[config.mk]
export PLATFORM = sky130hd
export DESIGN_NAME = ctrl_cmd_arbiter_flat
export DESIGN_NICKNAME = d
export VERILOG_FILES = /design/src/rtl/ctrl_cmd_arbiter_pkg.sv /design/src/rtl/ctrl_cmd_arbiter_if.sv /design/src/rtl/ctrl_cmd_arbiter_rr_pick.sv /design/src/rtl/ctrl_cmd_arbiter.sv /design/src/flat_wrapper.sv
export SDC_FILE = /design/constraint.sdc
export NUM_CORES = 1
export LEC_CHECK = 0
export ABC_CLOCK_PERIOD_IN_PS = 1700
export CELL_PAD_IN_SITES_DETAIL_PLACEMENT = 1
export CELL_PAD_IN_SITES_GLOBAL_PLACEMENT = 2
export CORE_MARGIN = 1
export CORE_UTILIZATION = 26
export CTS_CLUSTER_DIAMETER = 40
export DETAILED_ROUTE_END_ITERATION = 8
export PLACE_DENSITY_LB_ADDON = 0.1
export SYNTH_ARGS = -nofsm -noshare
export SYNTH_HDL_FRONTEND = slang
export SYNTH_SLANG_ARGS = --single-unit
[constraint.sdc]
create_clock -name Clk -period 1.7 [get_ports Clk]
set_clock_uncertainty 0.1 [all_clocks]
set_input_delay 0.255 -clock Clk [delete_from_list [all_inputs] [get_ports Clk]]
set_output_delay 0.255 -clock Clk [all_outputs]
set_load 0.02 [all_outputs]
[src/rtl/ctrl_cmd_arbiter_pkg.sv]
// ctrl_arb_pkg: shared definitions for the command arbiter slice.
//   - 3-bit state encodings and the FSM state enum built from them
//   - RW and Mode field values as seen by the RW control FSM
package ctrl_arb_pkg;

  localparam logic [2:0] ST_IDLE      = 3'd0;
  localparam logic [2:0] ST_ISSUE     = 3'd1;
  localparam logic [2:0] ST_WAIT_DONE = 3'd2;
  localparam logic [2:0] ST_COMPLETE  = 3'd3;
  localparam logic [2:0] ST_ABORT     = 3'd4;

  typedef enum logic [2:0] {
    StIdle     = ST_IDLE,
    StIssue    = ST_ISSUE,
    StWaitDone = ST_WAIT_DONE,
    StComplete = ST_COMPLETE,
    StAbort    = ST_ABORT
  } arbState_t;

  localparam logic RW_READ     = 1'b0;
  localparam logic RW_WRITE    = 1'b1;
  localparam logic MODE_SERIAL = 1'b0;
  localparam logic MODE_MEM    = 1'b1;

endpackage

[src/rtl/ctrl_cmd_arbiter_if.sv]
// ctrl_cmd_if: command port between the arbiter and the RW control FSM.
//   ValidCmd  arbiter -> controller  command valid
//   RW        arbiter -> controller  0=read, 1=write
//   Mode      arbiter -> controller  1=memory path, 0=serial-only
//   Active    arbiter -> controller  global enable pass-through
//   Busy      controller -> arbiter  operation in progress
interface ctrl_cmd_if;
  logic ValidCmd;
  logic RW;
  logic Mode;
  logic Active;
  logic Busy;

  modport master (output ValidCmd, output RW, output Mode, output Active, input Busy);
  modport slave  (input ValidCmd, input RW, input Mode, input Active, output Busy);
endinterface

[src/rtl/ctrl_cmd_arbiter_rr_pick.sv]
// rr_pick: combinational round-robin selector.
//   req  in   NUM_REQ  request vector
//   ptr  in   IW       highest-priority index
//   any  out  1        at least one request set
//   idx  out  IW       first set request at or after ptr, wrapping
module rr_pick #(
  parameter int NUM_REQ = 4,
  parameter int IW      = 2
) (
  input  logic [NUM_REQ-1:0] req,
  input  logic [IW-1:0]      ptr,
  output logic               any,
  output logic [IW-1:0]      idx
);

  logic [IW:0] cand;

  // Walk offsets from farthest to nearest so the nearest set request wins.
  always_comb begin
    any  = 1'b0;
    idx  = '0;
    cand = '0;
    for (int i = NUM_REQ - 1; i >= 0; i--) begin
      cand = {1'b0, ptr} + (IW+1)'(i);
      if (cand >= (IW+1)'(NUM_REQ)) cand = cand - (IW+1)'(NUM_REQ);
      if (req[cand[IW-1:0]]) begin
        any = 1'b1;
        idx = cand[IW-1:0];
      end
    end
  end

endmodule

[src/rtl/ctrl_cmd_arbiter.sv]
// ctrl_cmd_arbiter: round-robin sharing of the single controller command
// port among NUM_REQ requesters; one command in flight, ownership held
// until the controller drops Busy.
//   Clk, ResetN            clock, async active-low reset
//   Enable                 global enable, mirrored on Cmd.Active
//   ReqValid/ReqRW/ReqMode per-requester request, RW and Mode
//   Grant/Done/Error       per-requester ownership, completion, abort pulse
//   Owner                  index of current/last owner (zero-extended)
//   Cmd                    command port to the RW control FSM
//
// state      | meaning
// StIdle     | no owner; pick next requester when enabled
// StIssue    | ValidCmd high, waiting for Busy (bounded by TIMEOUT)
// StWaitDone | controller busy; wait for Busy to fall
// StComplete | one-cycle Done pulse to owner
// StAbort    | one-cycle Error pulse to owner
module ctrl_cmd_arbiter
  import ctrl_arb_pkg::*;
#(
  parameter int NUM_REQ = 4,
  parameter int TIMEOUT = 16
) (
  input  logic               Clk,
  input  logic               ResetN,
  input  logic               Enable,
  input  logic [NUM_REQ-1:0] ReqValid,
  input  logic [NUM_REQ-1:0] ReqRW,
  input  logic [NUM_REQ-1:0] ReqMode,
  output logic [NUM_REQ-1:0] Grant,
  output logic [NUM_REQ-1:0] Done,
  output logic [NUM_REQ-1:0] Error,
  output logic [2:0]         Owner,
  ctrl_cmd_if.master         Cmd
);

  localparam int IW = (NUM_REQ > 1) ? $clog2(NUM_REQ) : 1;
  localparam int CW = $clog2(TIMEOUT);
  localparam logic [NUM_REQ-1:0] ONE = {{(NUM_REQ-1){1'b0}}, 1'b1};

  arbState_t     state;
  logic [IW-1:0] ptr;
  logic [IW-1:0] ownerIdx;
  logic [IW-1:0] nextPtr;
  logic [CW-1:0] count;
  logic          validCmd;
  logic          rwLat;
  logic          modeLat;
  logic          pickAny;
  logic [IW-1:0] pickIdx;

  rr_pick #(.NUM_REQ(NUM_REQ), .IW(IW)) uPick (
    .req (ReqValid),
    .ptr (ptr),
    .any (pickAny),
    .idx (pickIdx)
  );

  assign nextPtr      = (ownerIdx == IW'(NUM_REQ - 1)) ? '0 : ownerIdx + IW'(1);
  assign Owner        = 3'(ownerIdx);
  assign Cmd.ValidCmd = validCmd;
  assign Cmd.RW       = rwLat;
  assign Cmd.Mode     = modeLat;
  assign Cmd.Active   = Enable;

  always_ff @(posedge Clk or negedge ResetN) begin
    if (!ResetN) begin
      state    <= StIdle;
      ptr      <= '0;
      ownerIdx <= '0;
      count    <= '0;
      validCmd <= 1'b0;
      rwLat    <= RW_READ;
      modeLat  <= MODE_SERIAL;
      Grant    <= '0;
      Done     <= '0;
      Error    <= '0;
    end else begin
      Done  <= '0;
      Error <= '0;
      case (state)
        StIdle: begin
          if (Enable && pickAny) begin
            ownerIdx <= pickIdx;
            rwLat    <= ReqRW[pickIdx];
            modeLat  <= ReqMode[pickIdx];
            Grant    <= ONE << pickIdx;
            validCmd <= 1'b1;
            count    <= '0;
            state    <= StIssue;
          end
        end
        StIssue: begin
          if (count != {CW{1'b1}}) count <= count + CW'(1);
          // Busy has priority over both timeout and Enable loss.
          if (Cmd.Busy) begin
            validCmd <= 1'b0;
            state    <= StWaitDone;
          end else if (!Enable || count == CW'(TIMEOUT - 1)) begin
            validCmd <= 1'b0;
            Grant    <= '0;
            Error    <= ONE << ownerIdx;
            ptr      <= nextPtr;
            state    <= StAbort;
          end
        end
        StWaitDone: begin
          if (!Cmd.Busy) begin
            Grant <= '0;
            Done  <= ONE << ownerIdx;
            ptr   <= nextPtr;
            state <= StComplete;
          end
        end
        StComplete, StAbort: state <= StIdle;
        default:             state <= StIdle;
      endcase
    end
  end

endmodule

[src/flat_wrapper.sv]
// flat-port wrapper written by rule: the top's interface ports become plain ports
module ctrl_cmd_arbiter_flat import ctrl_arb_pkg::*;
#(
  parameter int NUM_REQ = 4,
  parameter int TIMEOUT = 16
)
  (Clk, ResetN, Enable, ReqValid, ReqRW, ReqMode, Grant, Done, Error, Owner, Cmd_ValidCmd, Cmd_RW, Cmd_Mode, Cmd_Active, Cmd_Busy);
  ctrl_cmd_if Cmd_i ();
  input  logic Clk;
  input  logic ResetN;
  input  logic Enable;
  input  logic [NUM_REQ-1:0] ReqValid;
  input  logic [NUM_REQ-1:0] ReqRW;
  input  logic [NUM_REQ-1:0] ReqMode;
  output logic [NUM_REQ-1:0] Grant;
  output logic [NUM_REQ-1:0] Done;
  output logic [NUM_REQ-1:0] Error;
  output logic [2:0] Owner;
  output wire logic [$bits(Cmd_i.ValidCmd)-1:0] Cmd_ValidCmd;
  output wire logic [$bits(Cmd_i.RW)-1:0] Cmd_RW;
  output wire logic [$bits(Cmd_i.Mode)-1:0] Cmd_Mode;
  output wire logic [$bits(Cmd_i.Active)-1:0] Cmd_Active;
  input wire logic [$bits(Cmd_i.Busy)-1:0] Cmd_Busy;
  assign Cmd_ValidCmd = Cmd_i.ValidCmd;
  assign Cmd_RW = Cmd_i.RW;
  assign Cmd_Mode = Cmd_i.Mode;
  assign Cmd_Active = Cmd_i.Active;
  assign Cmd_i.Busy = Cmd_Busy;
  ctrl_cmd_arbiter #(.NUM_REQ(NUM_REQ), .TIMEOUT(TIMEOUT)) u_core (.Clk(Clk), .ResetN(ResetN), .Enable(Enable), .ReqValid(ReqValid), .ReqRW(ReqRW), .ReqMode(ReqMode), .Grant(Grant), .Done(Done), .Error(Error), .Owner(Owner), .Cmd(Cmd_i));
endmodule
# Word-level counts from Yosys, hierarchy flattened
# Cells that the tools add are included.
# op_classes
shift,2
order_cmp,9
n_addsub,9
eq_ne,11
n_reduce_logical,13
n_mux,51
# op_table
cell,n
2-to-1 mux 4 bit,11
2-to-1 mux 2 bit,12
"less-than comparator 2 x 3 -> 1 bit, second input constant",5
2-to-1 mux 1 bit,13
binary-select mux 1 bit (select 2 bit),6
2-to-1 mux 3 bit,4
case mux 4 bit (3 select lines),1
"greater-or-equal comparator 3 bit, second input constant",3
case mux 3 bit (3 select lines),1
AND reduction 3 bit,3
case mux 4 bit (2 select lines),1
"left shift 1 x 2 -> 4 bit, first input constant",2
"subtractor 2 x 1 -> 2 bit, second input constant",4
"adder 2 x 2 -> 3 bit, second input constant",2
"!= test 2 x 1 -> 1 bit, second input constant",3
AND reduction 5 bit,1
"adder 4 x 1 -> 4 bit, second input constant",1
"equality test 4 bit, second input constant",1
"!= test 2 bit, second input constant",2
"!= test 4 bit, second input constant",1
case mux 2 bit (2 select lines),1
AND reduction 4 bit,1
nonzero test 2 bit,2
"adder 2 x 1 -> 3 bit, second input constant",1
13 further kinds,13
# totals
regBits,26
out_inout_bits,19
wordCells,105
inputBits,16

# Logic depth before layout (Yosys ltp)
# Gate-level depths: netlist (run 1).
# logic_depth
depth_word,12
ltp_mapped,6
mapped_depth_nobuf,6

# By module
# A second synthesis (run 1) with hierarchy kept.
# hier_totals
hier_cells,119
area_unflattened_um2,1288.7
# modules_own_cells
mod,area_per_inst_um2,seq_area_each_um2,cells_per_inst,n_inst
ctrl_cmd_arbiter,1211.2,650.6,106,1
rr_pick,77.6,0.0,13,1

# Least setup slack after synthesis (run 1)
# OpenSTA, ideal clock, no wires.
# synth_path
kind,register to register
start,reg u_core.count[0]
end,reg u_core.ptr[0]
stages_incl_launch_ff,7
setup_ns,0.128
required_time_ns,1.472
synth_period_minus_slack_ns,1.687
t_arrival_ns,1.460
n_path_buf,0
path_slack_ns,0.013
cell_sequence,dfrtp_1 > ha_1 > nand3_1 > nand2_1 > nand3_1 > a21oi_1 > mux2_1
# synth_via
elab_chain_cells,4
# synth_rtl
item,line_no,text
start: declaration,ctrl_cmd_arbiter.sv:44,logic [CW-1:0] count;
start signal: assignment,ctrl_cmd_arbiter.sv:93,if (count != {CW{1'b1}}) count <= count + CW'(1);
equality test 4 bit,ctrl_cmd_arbiter.sv:98,end else if (!Enable || count == CW'(TIMEOUT - 1)) begin
logical OR 1 bit,ctrl_cmd_arbiter.sv:98,
!= test 2 x 1 -> 1 bit (no line),-,
AND reduction 4 bit (no line),-,
end signal: assignment,ctrl_cmd_arbiter.sv:102,ptr <= nextPtr;
end signal: assignment,ctrl_cmd_arbiter.sv:110,ptr <= nextPtr;
end: declaration,ctrl_cmd_arbiter.sv:41,logic [IW-1:0] ptr;
# No other way between the ends.
# A chain may end at the register's enable or synchronous reset.

# Final worst setup path (run 1)
# layout_path
start,reg u_core.ptr[1]
end,"reg u_core.modeLat, in the netlist u_core.Cmd.Mode"
# layout_via
elab_chain_cells,11
elab_cells_between_ends,35
classes_between,7 x add/sub; 4 x order compare; 22 x mux; 2 x reduce/logical
# layout_rtl
item,line_no,text
adder 2 x 2 -> 3 bit,ctrl_cmd_arbiter_rr_pick.sv:24,"cand = {1'b0, ptr} + (IW+1)'(i);"
greater-or-equal comparator 3 bit or subtractor 2 x 1 -> 2 bit (tied branches),ctrl_cmd_arbiter_rr_pick.sv:25,if (cand >= (IW+1)'(NUM_REQ)) cand = cand - (IW+1)'(NUM_REQ);
2-to-1 mux 2 bit,ctrl_cmd_arbiter_rr_pick.sv:25,
binary-select mux 1 bit (select 2 bit),ctrl_cmd_arbiter_rr_pick.sv:26,if (req[cand[IW-1:0]]) begin
2-to-1 mux 1 bit (not written as such),ctrl_cmd_arbiter_rr_pick.sv:26,
2-to-1 mux 2 bit or 2-to-1 mux 1 bit (tied branches) (4 in a row),ctrl_cmd_arbiter_rr_pick.sv:26,
binary-select mux 1 bit (select 2 bit) or logical AND 1 bit (tied branches),"ctrl_cmd_arbiter.sv:85, ctrl_cmd_arbiter.sv:82",
2-to-1 mux 1 bit (not written as such) or AND reduction 2 bit (tied branches),-,
end signal: assignment,ctrl_cmd_arbiter.sv:85,modeLat <= ReqMode[pickIdx];
end: declaration,ctrl_cmd_arbiter.sv:47,logic modeLat;
# Several ways; a longest one is shown, not always the timed one. The select of a mux whose other input is x is not followed.

==> summary.md, run 1 <==
| Metric | Value |
|---|---|
| Status | `complete, no violations` |
| CTS Sinks | `26` |
| FP Rows | `25` |
| Placer Congestion | `0.704` |
| Slowest cell on crit path | `dfrtp_1` |
| Routed wire length | `3620 µm` |
| Syn Inst Count | `131` |
| Cts bufs inserted | `3` |
| Post-route ant nets | `0` |
| Max-slew violations | `0` |
| Fin area | `2030 µm²` |
| CP cell instances | `mux2i_1, o22ai_2, buf_4, o21ai_0, a311oi_2` |
| CP Launch Type | `register` |
| First-pass GRT wire length | `5790 µm` |
| Critical Path Source | `u_core.ptr[1]` |
| Most common cell in the netlist | `dfrtp_1` |
| Max-cap viol count | `0` |
| DR iter-0 viols | `34` |
| Largest net degree at the start of global routing | `27` |
| Ys flop type | `dfrtp_1` |
| Die span in x | `73.1 µm` |
| Final worst setup slack | `56.4 ps` |
| Yosys top cell by area | `dfrtp_1` |
| Post-Syn Nets | `152` |
| Register area | `652 µm²` |
| Share of the synthesized area in the top cell type | `0.496` |
| FMAX | `608 MHz` |
| Register area share after synthesis | `0.496` |
| Post-Synthesis Cell Area | `1310 µm²` |
| Setup-failing EPs final | `0` |
| Via density | `4.60` |
| Hold Buf Count CTS | `0` |
| Number of synthesized flops with an enable pin | `0` |
| RSZ-0062 raised after global routing | `true` |
| Pwr per Cell Area | `1430 nW/µm²` |
| Flops & latches, synth | `26` |
| # port buffers | `33` |
| CP peak stage delay | `440 ps` |
| Setup CP Type | `reg2reg` |
| GR Util All Layers | `0.145` |
| VDD IR max | `0.000417 V` |
| Final nets | `208` |
| Netlist cell types | `38` |
| Worst-skew pair later-pin latency | `270 ps` |
| Via Count | `1,163` |
| WP data required | `1780 ps` |
| DR pass1 iterations | `4` |
| FFs w/ async S/R, synth | `1.00` |
| Root Driver | `clkbuf_8` |
| Tmin final | `1640 ps` |
| Arrival time worst endpoint | `1720 ps` |
| Yosys warnings | `0` |
| Initial antenna violation count | `0` |
| ANT cells | `0` |
| Commonest cells in the netlist | `dfrtp_1 (26), nor2_1 (15), nand2_1 (11)` |
| Mean area per synthesized cell | `10.0 µm²` |
| Setup WS pre-CTS | `-583 ps` |
| DPL Wire Length | `2770 µm` |
| Crit Path Max Fanout | `6` |
| Filler cells | `552` |
| Launching point of the worst reg2reg path | `u_core.ptr[1]` |
| Vias in the first global route | `1,238` |
| H-tree level count | `1` |
| Clk buf depth | `2` |
| Drt wl/cell | `14.3 µm` |
| Final hold vios | `0` |
| Total die area | `5340 µm²` |
| Min-delay worst type | `in2async` |
| Placed cell area | `1860 µm²` |
| DRC Markers | `0` |
| Period utilization | `0.967` |
| CTS tree | `built` |
| Critical Path End Type | `register` |
| Layout cells sized above 1 | `0.274` |
| Top post-synthesis cells by area | `dfrtp_1 (50%), ha_1 (4.8%), nor2_1 (4.3%)` |
| Area occupied by multi-input gates | `711 µm²` |
| Starting density of the core | `0.274` |
| Core ar. | `4790 µm²` |
| Area grow syn2layout | `54.3%` |
| Number of top-level pins | `35` |
| Clk pin slew, worst setup/hold paths | `90 ps` |
| Leak Pwr | `0.881 nW` |
| Total gr overflow | `0` |
| Die outline height | `73.1 µm` |
metal layers:
layer  vias up  part of all wire  global-route usage
met5         -                 0                   0
met1       579              0.47               0.187
met2        21              0.49               0.252
met4         0            0.0080              0.0479
li1        561                 -                   -
met3         2             0.029              0.0180
layout by cell type, fill, tap and decap left out, drive strengths merged, types with 3 or more instances in the layout:
cell type / netlist / routed
clkdlybuf4s50: 0 / 26
nand3b: 3 / 3
o21ai: 9 / 9
o22ai: 3 / 3
nor2: 16 / 16
dfrtp: 26 / 26
nand3: 5 / 5
dlygate4sd2: 0 / 6
buf: 4 / 23
inv: 7 / 7
nor3b: 4 / 4
nand2: 12 / 12
nand2b: 6 / 6
ha: 5 / 5
clkbuf: 1 / 4
a21oi: 7 / 7
registers in the layout (all words and copies together) (netlist names):
name and cells:
u_core.state 3, u_core.count 4, u_core.Cmd.ValidCmd 1, u_core.Cmd.RW 1
u_core.Cmd.Mode 1, u_core.ptr 2, u_core.Error 4, u_core.Done 4
u_core.ownerIdx 2, u_core.Grant 4
stage by stage:
step | total power (W) | instances | util | TNS, ps | hold slack, ps
floorplan | 0.00170 | 131 | - | 0 | -141
global placement | 0.00231 | 247 | 0.388 | -5500 | 366
detailed placement | 0.00235 | 247 | 0.388 | -6790 | 389
CTS | 0.00280 | 251 | 0.405 | 0 | 265
global route | 0.00310 | 253 | 0.423 | -108 | 282
finish | 0.00290 | 253 | 0.423 | 0 | 252
area by class of cell:
type                            instances  area share
Sequential cell                        26       0.322
Inverter                                7      0.0130
Clock buffer                            4      0.0272
Timing Repair Buffer                   56       0.246
Multi-Input combinational cell         93       0.351
Tap cell                               67      0.0414
critical path, delay by kind of cell, from the launching register on:
kind | cells | cell delay (ps)
multiplexers | 1 | 150
flip-flops | 1 | 440
AO/OA/AOI/OAI | 3 | 680
buffers and inverters | 1 | 180
cells by family after synthesis:
group	Yosys count	synth area share
AO/OA/AOI/OAI	26	0.134
XOR/XNOR	2	0.0133
adder cells (fa/ha/maj)	5	0.0477
buffers and inverters	12	0.0419
flip-flops	26	0.496
multiplexers	3	0.0248
other	1	0.00286
AND/OR/NAND/NOR	56	0.239
worst paths after layout:
kind,end,slack (ps),cells past startpoint
max in group asynchronous,u_core.state[1],970,2
setup / recovery,u_core.Cmd.Mode,60,5
min in group Clk,u_core.Cmd.ValidCmd,400,2
setup reg to reg,u_core.Cmd.Mode,60,5
hold / removal,u_core.Error[2],250,2
hold reg to reg,u_core.Cmd.ValidCmd,400,2
power breakdown:
group	internal [W]	total (W)	leakage (nW)	switching (W)
registers	0.000804	0.000984	0.338	0.000181
clock network	0.000207	0.000410	0.0288	0.000202
logic	0.000753	0.00150	0.515	0.000750
what timing repair did:
item,in CTS,in global routing
buffers inserted,0,2
pin swaps,6,2
setup endpoints to repair,17,9
hold endpoints to repair,0,0
resized for setup,13,13
(Power assumes the default switching activity.)
==> run 2, diff against run 1 <==
--- a/config.mk
+++ b/config.mk
@@ -5,14 +5,16 @@
 export SDC_FILE = /design/constraint.sdc
 export NUM_CORES = 1
 export LEC_CHECK = 0
-export ABC_CLOCK_PERIOD_IN_PS = 1700
+export ABC_CLOCK_PERIOD_IN_PS = 1500
 export CELL_PAD_IN_SITES_DETAIL_PLACEMENT = 1
 export CELL_PAD_IN_SITES_GLOBAL_PLACEMENT = 2
 export CORE_MARGIN = 1
 export CORE_UTILIZATION = 26
 export CTS_CLUSTER_DIAMETER = 40
 export DETAILED_ROUTE_END_ITERATION = 8
+export GPL_ROUTABILITY_DRIVEN = 0
 export PLACE_DENSITY_LB_ADDON = 0.1
+export SKIP_CTS_REPAIR_TIMING = 1
 export SYNTH_ARGS = -nofsm -noshare
 export SYNTH_HDL_FRONTEND = slang
 export SYNTH_SLANG_ARGS = --single-unit
==> constraint.sdc (replaced) <==
create_clock -name Clk -period 1.5 [get_ports Clk]
set_clock_uncertainty 0.1 [all_clocks]
set_input_delay 0.225 -clock Clk [delete_from_list [all_inputs] [get_ports Clk]]
set_output_delay 0.225 -clock Clk [all_outputs]
set_load 0.02 [all_outputs]
==> summary.md, run 2 (same netlist as run 1, synthesis figures left out) <==
| Metric | Value |
|---|---|
| Core ar. | `4790 µm² (unchanged)` |
| Worst-skew pair later-pin latency | `270 ps (about the same)` |
| DR pass1 iterations | `4 (unchanged)` |
| RSZ-0062 raised after global routing | `true` |
| Min-delay worst type | `in2async` |
| DPL Wire Length | `2880 µm (+4.0%)` |
| CTS tree | `built` |
| DR WL met3 | `114 µm (+7.5%)` |
| Final hold vios | `0 (unchanged)` |
| Uppermost routed layer | `met4` |
| Leading cell types in the layout, fill and taps excluded | `buf_4 (26), dfrtp_1 (23), dlymetal6s2s_1 (21)` |
| Launching point of the worst reg2reg path | `u_core.state[0]` |
| WP data required | `1570 ps (-210 ps)` |
| Failing checks | `setup timing` |
| Placed cells | `252 (+2.0%)` |
| Number of top-level pins | `35 (unchanged)` |
| Total die area | `5340 µm² (unchanged)` |
| DRC Markers | `0 (unchanged)` |
| Die outline height | `73.1 µm (unchanged)` |
| Setup CP Type | `reg2reg` |
| Pwr per Cell Area | `1620 nW/µm² (+13%)` |
| Met2 WL | `1980 µm (+11%)` |
| Initial antenna violation count | `0 (unchanged)` |
| Layout cells sized above 1 | `0.375 (+0.101)` |
| Crit Path Max Fanout | `5 (-1)` |
| Final nets | `214 (+2.9%)` |
| Setup-failing EPs final | `8 (+8)` |
| Final worst setup slack | `-87.7 ps (-144 ps)` |
| ANT cells | `0 (unchanged)` |
| Leak Pwr | `1.21 nW (+37%)` |
| Critical Path Source | `u_core.state[0]` |
| FMAX | `630 MHz (+3.5%)` |
| Fin area | `2210 µm² (+9.3%)` |
| Starting density of the core | `0.274 (unchanged)` |
| First-pass GRT wire length | `6050 µm (+4.5%)` |
| # port buffers | `33 (unchanged)` |
| CTS Sinks | `26 (unchanged)` |
| Status | `finished, violations left` |
| Max-cap viol count | `0 (unchanged)` |
| Placed cell area | `1930 µm² (+4.0%)` |
| Tmin final | `1590 ps (-55.9 ps)` |
| Drt wl/cell | `14.7 µm (+2.6%)` |
| VDD IR max | `0.000601 V (+44%)` |
| Arrival time worst endpoint | `1650 ps (-70 ps)` |
| Routed wire length | `3800 µm (+5.0%)` |
| Clk pin slew, worst setup/hold paths | `100 ps (about the same)` |
| GR Util All Layers | `0.152 (+0.00614)` |
| Clk buf depth | `2 (unchanged)` |
| Critical Path End Type | `register` |
| Die span in x | `73.1 µm (unchanged)` |
| Period utilization | `1.06 (+0.0916)` |
| Total gr overflow | `0 (unchanged)` |
| Max-slew violations | `0 (unchanged)` |
| Cts bufs inserted | `3 (unchanged)` |
| Largest net degree at the start of global routing | `27 (unchanged)` |
| Root Driver | `clkbuf_8` |
| DR iter-0 viols | `14 (-59%)` |
| Area grow syn2layout | `68.7%` |
| Post-route ant nets | `0 (unchanged)` |
| R2R setup slack | `-90 ps (-140 ps)` |
| Via Count | `1,192 (+2.5%)` |
| Post-Layout Cell Count | `259 (+2.4%)` |
| Vias in the first global route | `1,281 (+3.5%)` |
| Met1 WL | `1680 µm (-1.2%)` |
| Via density | `4.60 (+0.12%)` |
| H-tree level count | `1 (unchanged)` |
| Most common cell after layout, fill and taps aside | `buf_4` |
| CP Launch Type | `register` |
| FP Rows | `25 (unchanged)` |
[run 2: cell count changes in the layout (fill, tap and decap cells not counted), sizes merged]
cell	before	now
bufinv	0	1
clkdlybuf4s50	26	11
dlymetal6s2s	1	21
buf	23	29
dlygate4sd2	6	0
[run 2: per-stage QoR]
stage	total power [W]	TNS (ps)	util	worst slack [ps]	hold slack, ps
6_report	0.00358	-457	0.463	-87.7	223
4_1_cts	0.00340	-6040	0.418	-372	229
5_1_grt	0.00382	-1260	0.463	-175	244
2_1_floorplan	0.00203	-185	-	-73.9	-171
3_3_place_gp	0.00273	-8100	0.403	-577	375
3_5_place_dp	0.00279	-9000	0.403	-665	390
[run 2: final timing paths]
check	to	cells past startpoint
min in group Clk	u_core.Cmd.ValidCmd	2
setup / recovery	u_core.ptr[1]	4
hold reg to reg	u_core.Cmd.ValidCmd	2
max in group asynchronous	u_core.state[1]	2
hold / removal	u_core.Error[1]	2
setup reg to reg	u_core.ptr[1]	4
[run 2: final cells by class]
cell class	count	area, µm²
timing repair buffer	62	607
fill	533	2570
clock inverter	1	30.0
clock buffer	3	41.3
multi-input combinational	93	772
sequential	26	654
tap	67	83.8
inverter	7	26.3
[run 2: worst max-delay path, cell delays in order, from the launching register on]
cell and delay [ps]:
dfrtp_1 430, nand2b_4 160, or2_4 260, a21oi_4 200, mux2_4 320
[run 2: metal layers]
metal	vias up	global-route usage
met2	23	0.270
met5	-	0
li1	571	-
met1	594	0.187
met4	0	0.0523
met3	4	0.0193
[run 2: report_power, final]
group	internal [W]	switching, W	total (W)
Sequential	0.000914	0.000188	0.00110
Combinational	0.000976	0.000909	0.00189
Clock	0.000357	0.000240	0.000597
Total	0.00225	0.00134	0.00358
==> run 3, diff against run 2 <==
--- a/config.mk
+++ b/config.mk
@@ -10,6 +10,7 @@
 export CELL_PAD_IN_SITES_GLOBAL_PLACEMENT = 2
 export CORE_MARGIN = 1
 export CORE_UTILIZATION = 26
+export CTS_BUF_LIST = sky130_fd_sc_hd__clkbuf_16
 export CTS_CLUSTER_DIAMETER = 40
 export DETAILED_ROUTE_END_ITERATION = 8
 export GPL_ROUTABILITY_DRIVEN = 0
==> summary.md, run 3 (same netlist as run 1, synthesis figures left out) <==
| Metric | Value |
|---|---|
| Max-slew violations | `0 (unchanged)` |
| DPL Wire Length | `2880 µm (unchanged)` |
| Worst-skew pair later-pin latency | `270 ps (about the same)` |
| Leading cell types in the layout, fill and taps excluded | `buf_4 (26), dfrtp_1 (24), dlymetal6s2s_1 (21)` |
| Setup-failing EPs final | `7 (-1)` |
| # port buffers | `33 (unchanged)` |
| Final hold vios | `0 (unchanged)` |
| Routed wire length | `3990 µm (+5.1%)` |
| Min-delay worst type | `in2async` |
| Post-route ant nets | `0 (unchanged)` |
| Final worst setup slack | `-116 ps (-28.1 ps)` |
| Vias in the first global route | `1,297 (+1.2%)` |
| Die outline height | `73.1 µm (unchanged)` |
| GR Util All Layers | `0.159 (+0.00790)` |
| Area grow syn2layout | `75.8%` |
| Max-cap viol count | `0 (unchanged)` |
| Slowest cell on crit path | `dfrtp_2` |
| ANT cells | `0 (unchanged)` |
| Critical R2R Capture | `u_core.Cmd.RW` |
| DR pass1 iterations | `2 (-2)` |
| VDD IR max | `0.000684 V (+14%)` |
| Total die area | `5340 µm² (unchanged)` |
| Launching point of the worst reg2reg path | `u_core.ptr[1]` |
| CP cell instances | `mux2i_4, o22ai_4, nor2_4, nand2_2, a311oi_2` |
| Setup CP Type | `reg2reg` |
| DR iter-0 viols | `13 (-1)` |
| H-tree level count | `1 (unchanged)` |
| Die span in x | `73.1 µm (unchanged)` |
| CTS tree | `built` |
| Most common cell after layout, fill and taps aside | `buf_4` |
| Filler cells | `528 (-0.94%)` |
| WP data required | `1580 ps (about the same)` |
| Critical Path End Type | `register` |
| Total power after layout | `0.00392 W (+9.3%)` |
| Layout cells sized above 1 | `0.418 (+0.0425)` |
| R2R setup slack | `-120 ps (-30 ps)` |
| Number of top-level pins | `35 (unchanged)` |
| Final core utilization | `0.482 (+0.0193)` |
| Clk pin slew, worst setup/hold paths | `70 ps (-30 ps)` |
| Tmin final | `1620 ps (+28.1 ps)` |
| Crit Path Max Fanout | `6 (+1)` |
| Root Driver | `clkbuf_16` |
| RSZ-0062 raised after global routing | `true` |
| First-pass GRT wire length | `6190 µm (+2.3%)` |
| Failing checks | `setup timing` |
| FMAX | `619 MHz (-1.7%)` |
| CP Launch Type | `register` |
| Cts bufs inserted | `3 (unchanged)` |
| Leak Pwr | `1.24 nW (+2.8%)` |
| Clk buf depth | `2 (unchanged)` |
| FP Rows | `25 (unchanged)` |
| Drt wl/cell | `15.3 µm (+4.2%)` |
| Initial antenna violation count | `0 (unchanged)` |
| DRC Markers | `0 (unchanged)` |
| Starting density of the core | `0.274 (unchanged)` |
| CP peak stage delay | `440 ps (about the same)` |
| Pwr per Cell Area | `1700 nW/µm² (+4.9%)` |
| Total gr overflow | `0 (unchanged)` |
| Critical Path Source | `u_core.ptr[1]` |
| CTS Sinks | `26 (unchanged)` |
| Worst reg2reg path depth | `5 (+1)` |
| Status | `finished, violations left` |
| Via density | `4.61 (+0.15%)` |
| Core ar. | `4790 µm² (unchanged)` |
| Arrival time worst endpoint | `1690 ps (+40 ps)` |
| Via Count | `1,203 (+0.92%)` |
| Period utilization | `1.08 (+0.0188)` |
| Largest net degree at the start of global routing | `27 (unchanged)` |
| Final nets | `216 (+0.93%)` |
## run 3: changes by cell type in the layout (fill, tap and decap cells not counted), sizes merged
cell and delta:
buf +2, clkbuf +1, clkdlybuf4s50 -1
## run 3: area by class of cell
type	count	area, µm²	share of cell area
Multi-Input combinational cell	93	815	0.353
Sequential cell	26	653	0.283
Timing Repair Buffer	64	624	0.271
Tap cell	67	83.8	0.0363
Clock buffer	3	75.1	0.0325
Clock inverter	1	30.0	0.0130
Inverter	7	26.3	0.0114
## run 3: metrics by stage
step | instances | hold slack, ps | setup TNS [ps] | instance area (µm²) | setup slack, ps
after CTS | 256 | 244 | -5750 | 2040 | -393
final | 261 | 237 | -492 | 2310 | -116
after global routing | 261 | 266 | -1360 | 2310 | -213
after floorplan | 131 | -171 | -185 | 1360 | -73.9
after detailed placement | 252 | 390 | -9000 | 1930 | -665
after global placement | 252 | 375 | -8100 | 1930 | -577
## run 3: routing by layer
layer	vias up	wire length [µm]	global-route usage
li1	576	-	-
met1	598	1630	0.188
met2	24	2140	0.278
met3	5	133	0.0235
met4	0	80	0.0850
met5	-	0	0
## run 3: how the worst max path moves through the flow
stage,endpoint,depth (start not counted)
CTS,u_core.Grant[1],6
detailed placement,u_core.Cmd.Mode,6
floorplan,u_core.ptr[0],5
global placement,u_core.Cmd.RW,6
global route,u_core.Cmd.RW,5
finish,u_core.Cmd.RW,5
## run 3: power breakdown
| part | switching [W] | internal (W) |
|---|---|---|
| clock network | 0.000262 | 0.000532 |
| registers | 0.000207 | 0.000915 |
| logic | 0.000951 | 0.00105 |
## run 3: critical path: cells and delay by family (launching register included)
family | cells | cell delay [ps]
AO/OA/AOI/OAI | 2 | 390
flip-flops | 1 | 440
multiplexers | 1 | 270
AND/OR/NAND/NOR | 2 | 320
